**config.mk**
```make
export PLATFORM = sky130hd
export DESIGN_NAME = disp_capture_wr
export DESIGN_NICKNAME = d
export VERILOG_FILES = /design/src/rtl/disp_capture_wr.sv
export SDC_FILE = /design/constraint.sdc
export NUM_CORES = 2
export LEC_CHECK = 0
export CAP_MARGIN = 15
export CORE_AREA = 5 5 301 420
export DETAILED_ROUTE_END_ITERATION = 10
export DIE_AREA = 0 0 306 425
export PLACE_DENSITY_LB_ADDON = 0.25
export RECOVER_POWER = 50
export SYNTH_ARGS = -nofsm -noshare
export SYNTH_HDL_FRONTEND = slang
export SYNTH_SLANG_ARGS = --single-unit
```
**constraint.sdc**
```tcl
create_clock -name ACLK -period 12 [get_ports ACLK]
set_input_delay 1.8 -clock ACLK [delete_from_list [all_inputs] [get_ports ACLK]]
set_output_delay 1.8 -clock ACLK [all_outputs]
set_load 0.05 [all_outputs]
```
**src/rtl/disp_capture_wr.sv**
```systemverilog
// Frame-capture writer: packs RGB pixel pairs into 64-bit words, queues them in a word FIFO
// and writes them to the display frame buffer as AXI4 INCR bursts, one burst outstanding at a time.
module disp_capture_wr #(
  parameter int C_BURST_LEN  = 16,
  parameter int C_FIFO_DEPTH = 32
) (
  input  logic        ACLK,
  input  logic        ARESETN,
  input  logic        CAP_EN,
  input  logic [31:0] CAP_BASE,
  input  logic        VIN_VALID,
  input  logic        VIN_DE,
  input  logic        VIN_HSYNC_X,
  input  logic        VIN_VSYNC_X,
  input  logic [7:0]  VIN_R,
  input  logic [7:0]  VIN_G,
  input  logic [7:0]  VIN_B,
  output logic        CAP_IRQ,
  output logic        CAP_BUSY,
  output logic        CAP_OVER,
  output logic        CAP_BERR,
  output logic [31:0] AWADDR,
  output logic [7:0]  AWLEN,
  output logic [2:0]  AWSIZE,
  output logic [1:0]  AWBURST,
  output logic        AWVALID,
  input  logic        AWREADY,
  output logic [63:0] WDATA,
  output logic [7:0]  WSTRB,
  output logic        WLAST,
  output logic        WVALID,
  input  logic        WREADY,
  input  logic [1:0]  BRESP,
  input  logic        BVALID,
  output logic        BREADY
);

  localparam int AW  = $clog2(C_FIFO_DEPTH);
  localparam int CW  = AW + 1;
  localparam int LW  = $clog2(C_BURST_LEN) + 1;
  localparam int OPW = 24 - LW - 3;

  localparam logic [1:0] F_IDLE  = 2'd0;
  localparam logic [1:0] F_CAP   = 2'd1;
  localparam logic [1:0] F_FLUSH = 2'd2;

  localparam logic [1:0] B_IDLE = 2'd0;
  localparam logic [1:0] B_ADDR = 2'd1;
  localparam logic [1:0] B_DATA = 2'd2;
  localparam logic [1:0] B_RESP = 2'd3;

  logic [1:0]    f_q, f_d, b_q, b_d;
  logic [24:0]   base_q, base_d;
  logic [23:0]   off_q, off_d;
  logic          vs_q, vs_d, phase_q, phase_d, push_q, push_d;
  logic [31:0]   lo_q, lo_d;
  logic [63:0]   word_q, word_d;
  logic          over_q, over_d, berr_q, berr_d;
  logic [LW-1:0] len_q, len_d, beat_q, beat_d;

  logic [63:0]   mem_q [C_FIFO_DEPTH];
  logic [AW-1:0] wr_ptr_q, rd_ptr_q;
  logic [CW-1:0] cnt_q, cnt_d;

  logic        frame_edge, full, pop, push_ok, drop, flush_done, last_beat;
  logic [31:0] pix;
  logic        unused_sigs;

  assign unused_sigs = ^{VIN_HSYNC_X, CAP_BASE[6:0]};

  assign pix        = {8'h00, VIN_R, VIN_G, VIN_B};
  assign frame_edge = VIN_VALID & vs_q & ~VIN_VSYNC_X;
  assign full       = (cnt_q == CW'(C_FIFO_DEPTH));
  assign pop        = (b_q == B_DATA) & WREADY;
  // A pop in the same cycle frees the slot the incoming word needs.
  assign push_ok    = push_q & (~full | pop);
  assign drop       = push_q & full & ~pop;
  assign flush_done = (f_q == F_FLUSH) & (cnt_q == '0) & ~push_q & (b_q == B_IDLE);
  assign last_beat  = (beat_q == len_q - LW'(1));

  always_comb begin
    f_d     = f_q;
    b_d     = b_q;
    base_d  = base_q;
    off_d   = off_q;
    phase_d = phase_q;
    lo_d    = lo_q;
    word_d  = word_q;
    push_d  = 1'b0;
    over_d  = over_q;
    berr_d  = berr_q;
    len_d   = len_q;
    beat_d  = beat_q;
    vs_d    = VIN_VALID ? VIN_VSYNC_X : vs_q;

    case (f_q)
      F_IDLE: begin
        if (frame_edge && CAP_EN) begin
          base_d  = CAP_BASE[31:7];
          off_d   = '0;
          phase_d = 1'b0;
          over_d  = 1'b0;
          berr_d  = 1'b0;
          f_d     = F_CAP;
        end
      end
      F_CAP: begin
        if (frame_edge) begin
          f_d = F_FLUSH;
        end else if (VIN_VALID && VIN_DE) begin
          if (!phase_q) begin
            lo_d    = pix;
            phase_d = 1'b1;
          end else begin
            word_d  = {pix, lo_q};
            push_d  = 1'b1;
            phase_d = 1'b0;
          end
        end
      end
      F_FLUSH: if (flush_done) f_d = F_IDLE;
      default: f_d = F_IDLE;
    endcase

    if (drop) over_d = 1'b1;

    case (b_q)
      B_IDLE: begin
        if (cnt_q >= CW'(C_BURST_LEN)) begin
          len_d = LW'(C_BURST_LEN);
          b_d   = B_ADDR;
        end else if (f_q == F_FLUSH && cnt_q != '0) begin
          len_d = LW'(cnt_q);
          b_d   = B_ADDR;
        end
      end
      B_ADDR: begin
        if (AWREADY) begin
          off_d  = off_q + {{OPW{1'b0}}, len_q, 3'b000};
          beat_d = '0;
          b_d    = B_DATA;
        end
      end
      B_DATA: begin
        if (WREADY) begin
          beat_d = beat_q + LW'(1);
          if (last_beat) b_d = B_RESP;
        end
      end
      B_RESP: begin
        if (BVALID) begin
          berr_d = berr_q | (BRESP != 2'b00);
          b_d    = B_IDLE;
        end
      end
      default: b_d = B_IDLE;
    endcase
  end

  always_comb begin
    cnt_d = cnt_q;
    case ({push_ok, pop})
      2'b10:   cnt_d = cnt_q + CW'(1);
      2'b01:   cnt_d = cnt_q - CW'(1);
      default: cnt_d = cnt_q;
    endcase
  end

  always_ff @(posedge ACLK or negedge ARESETN) begin
    if (!ARESETN) begin
      f_q      <= F_IDLE;
      b_q      <= B_IDLE;
      base_q   <= '0;
      off_q    <= '0;
      vs_q     <= 1'b1;
      phase_q  <= 1'b0;
      push_q   <= 1'b0;
      lo_q     <= '0;
      word_q   <= '0;
      over_q   <= 1'b0;
      berr_q   <= 1'b0;
      len_q    <= '0;
      beat_q   <= '0;
      wr_ptr_q <= '0;
      rd_ptr_q <= '0;
      cnt_q    <= '0;
    end else begin
      f_q      <= f_d;
      b_q      <= b_d;
      base_q   <= base_d;
      off_q    <= off_d;
      vs_q     <= vs_d;
      phase_q  <= phase_d;
      push_q   <= push_d;
      lo_q     <= lo_d;
      word_q   <= word_d;
      over_q   <= over_d;
      berr_q   <= berr_d;
      len_q    <= len_d;
      beat_q   <= beat_d;
      cnt_q    <= cnt_d;
      if (push_ok) wr_ptr_q <= wr_ptr_q + AW'(1);
      if (pop)     rd_ptr_q <= rd_ptr_q + AW'(1);
    end
  end

  always_ff @(posedge ACLK) begin
    if (push_ok) mem_q[wr_ptr_q] <= word_q;
  end

  // Payload fields are zeroed whenever their valid is low so every output reads 0 in reset.
  assign AWVALID  = (b_q == B_ADDR);
  assign AWADDR   = AWVALID ? ({base_q, 7'b0} + {8'h00, off_q}) : 32'h0;
  assign AWLEN    = AWVALID ? 8'(len_q - LW'(1)) : 8'h00;
  assign AWSIZE   = AWVALID ? 3'b011 : 3'b000;
  assign AWBURST  = AWVALID ? 2'b01 : 2'b00;
  assign WVALID   = (b_q == B_DATA);
  assign WDATA    = WVALID ? mem_q[rd_ptr_q] : 64'h0;
  assign WSTRB    = WVALID ? 8'hFF : 8'h00;
  assign WLAST    = WVALID & last_beat;
  assign BREADY   = (b_q == B_RESP);
  assign CAP_IRQ  = flush_done;
  assign CAP_BUSY = (f_q != F_IDLE);
  assign CAP_OVER = over_q;
  assign CAP_BERR = berr_q;

endmodule

```
==> results.py <==
metrics = {
    "power": {
        "vdd_drop_max_v": 0.0003260,
        "intPower_w": 0.01199,
        "power_density_mw_per_mm2": 229.8,
        "p_sw_w": 0.005236,
        "p_sw_frac": 0.3039,
        "p_clk_frac": 0.277,
        "comb_power_share": 0.263,
        "power.leakage_nw": 24.23,
        "p_seq_frac": 0.460,
    },
    "worst_hold_path": {
        "hold_path_depth": 1,
        "worstHoldStart": "off_q[2]$_DFFE_PN0P_",
        "hp-class": "flop to flop",
    },
    "logic_synthesis": {
        "netlist_instances": 3003,
        "synth_seq_cells": 1692,
        "synth_cell_types": 65,
        "synth_area_mm2": 0.06658,
        "yosys_warnings": 0,
        "ys_async_sr_fraction": 0.09220,
        "postSynthAreaPerCell_um2": 22.17,
        "synth-edff-count": 1536,
        "synth_top_area_frac": 0.6928,
        "yosysSeqAreaShare": 0.7515,
        "synth-main-ff-cell": "edfxtp_1",
        "synth_top_area_cell": "edfxtp_1",
        "synth_area_leaders": "edfxtp_1 69%, mux4_2 16%, dfrtp_1 5.8%",
    },
    "die": {
        "rows": 152,
        "ios": 193,
        "dieArea_mm2": 0.1301,
        "dieWidth_um": 306,
        "coreArea_mm2": 0.1223,
        "die_h_um": 425,
        "start_util": 0.5444,
    },
    "global_routing": {
        "grt_pass1_vias": 33719,
        "grt_pass1_wl_mm": 231.2,
        "grt.overflow.total": 0,
        "antenna_found_initial": 3,
        "grt_max_degree": 176,
        "track_usage": 0.2460,
    },
    "route": {
        "avgViaCountPerCell": 6.432,
        "vias": 31954,
        "dr.pass1.iters": 5,
        "drc": 0,
        "routed_wl_mm": 158.6,
        "wl_per_cell_um": 31.93,
        "initialDrtViolationCount": 3656,
        "drtAntennaViolNets": 0,
    },
    "timing": {
        "final.setup.tns_ns": 0,
        "finalHoldViolCount": 0,
        "worst_pin_slew_ns": 5.522,
        "setup_viol": 0,
        "drv_slew": 152,
        "slew_headroom": -2.681,
        "clock_skew_ns": 0.03710,
        "holdWs_ns": 0.4858,
        "rsz0062_at_grt": "false",
        "clock.fmax_mhz": 134.7,
        "finalCritPeriodShare": 0.6185,
        "period_needed_ns": 7.422,
    },
    "placement": {
        "postPlaceCellArea_mm2": 0.07008,
        "port_buffers": 166,
        "routabilityCongestion": 0.8600,
        "placed_cells": 4679,
        "dp_hpwl_mm": 82.93,
    },
    "clock_network": {
        "cts_resized": 0,
        "cts_buffer_depth": 3,
        "clk_pin_slew_ns": 0.06,
        "clock_sinks": 1692,
        "h-tree-depth": 4,
        "postCtsSetupBuffers": 0,
        "hold_buffers": 0,
        "root_buffer": "clkbuf_16",
        "numCtsBuffers": 156,
        "cts_tree": "built",
        "clk_latency_ns": 0.80,
    },
    "critical_path": {
        "cp-end-kind": "output port",
        "path_max_fanout": 175,
        "startpoint": "rd_ptr_q[1]$_DFFE_PN0N_",
        "critPathKind": "flop to output port",
        "ff2ff_path_depth": 9,
        "startpoint_type": "flop",
        "arrival_ns": 5.62,
        "worstReg2RegStart": "b_q[0]$_DFFE_PN0P_",
        "crit_required_ns": 10.20,
    },
    "status": {
        "violations": "capacitance limit, slew limit",
        "status": "complete, but fails checks",
    },
    "cells_and_area": {
        "final_core_util": 0.6131,
        "drive_above_1_share": 0.2660,
        "nFillCells": 8248,
        "area_growth_syn_to_layout_pct": 12.61,
        "final_cells": 4968,
        "final_area_mm2": 0.07497,
        "multiInputGateArea_mm2": 0.01576,
        "final_nets": 3330,
        "regArea_mm2": 0.05004,
    },
    "run": {
        "maxCapViolCount": 3,
    },
}
==> cells in the final DEF (no fill, tap or decap), types with 30 or more instances in the layout <==
master / n
clkdlybuf4s50_1: 161
o21ai_0: 36
a22o_1: 53
a21oi_1: 30
nand2_1: 69
clkbuf_1: 42
mux4_2: 480
clkbuf_16: 158
ha_1: 37
dfrtp_1: 151
buf_4: 46
nor2_4: 33
mux2_2: 88
edfxtp_1: 1536
==> cells by family (layout without fill, tap and decap cells) <==
group	Yosys count	in the layout	synth area share
buf+inv	207	537	0.01659
fa+ha+maj	41	41	0.008044
other cells	1	19	0.00005633
mux	585	585	0.1800
compound gates	180	180	0.01891
xor+xnor	33	33	0.004755
flops	1692	1692	0.7515
simple gates	264	264	0.02020
==> cell type report <==
cell class,instances,share of cell area
multi-input cells,1121,0.2102
repair buffers,221,0.02844
clock inverters,82,0.009096
flip-flops and latches,1692,0.6675
clock buffers,205,0.05629
inverters,29,0.001452
well taps,1617,0.02699
diodes,1,0.00003338
==> synth_stat cells, drive strengths merged (10+ instances only) <==
master,n
and2,31
inv,29
clkbuf,82
nor2,54
ha,38
nand4,20
xnor2,20
xor2,11
edfxtp,1536
nor3,11
a21oi,30
buf,96
dfrtp,155
mux4,480
o211ai,10
nand3,24
a21o,13
a22o,53
mux2,97
o21ai,37
nand2,69
==> critical path: stages, from the launching register on <==
cell and delay [ns]:
dfrtp_4 0.86, buf_4 0.75, buf_12 0.81, mux4_2 0.42
mux4_2 0.56, a22o_1 0.29, clkdlybuf4s50_1 0.79
==> final timing paths <==
check | endpoint | slack [ns]
max in group asynchronous | rd_ptr_q[0]$_DFFE_PN0N_ | 5.67
max reg2reg | mem_q[11][32]$_DFFE_PP_ | 6.78
min | off_q[2]$_DFFE_PN0P_ | 0.49
max | WDATA[4] | 4.58
min reg2reg | off_q[2]$_DFFE_PN0P_ | 0.49
min in group asynchronous | base_q[10]$_DFFE_PN0P_ | 3.03
==> registers in the layout, summed over array words and instances, names as in the netlist <==
name      count
mem_q      1536
beat_q        5
phase_q       1
lo_q         24
rd_ptr_q      5
word_q       48
vs_q          1
cnt_q         6
CAP_BERR      1
off_q        24
CAP_OVER      1
b_q           2
wr_ptr_q      5
base_q       25
push_q        1
len_q         5
f_q           2
==> per-stage QoR <==
step	total power (W)	worst slack, ns
finish	0.01723	4.578
global route	0.01793	4.476
CTS	0.01735	4.564
detailed placement	0.01262	5.436
global placement	0.01246	5.473
floorplan	0.01127	6.747
==> power by group through the flow <==
stage	clock network (W)	registers, W	logic [W]
after CTS	0.00484	0.00793	0.00459
final	0.00476	0.00793	0.00453
after global placement	0	0.00797	0.00449
after detailed placement	0	0.00805	0.00456
after global routing	0.00511	0.00801	0.00482
after floorplan	0	0.00763	0.00364
==> layer usage <==
layer  wire, µm  vias to the layer above  GRT usage
met5          0                        -          0
met4       4523                        0    0.07532
met3      14010                      253    0.05066
met2      81620                     1561     0.4176
met1      58460                    17172     0.3270
li1           -                    12968          -
Power figures use the tool's default switching activity.
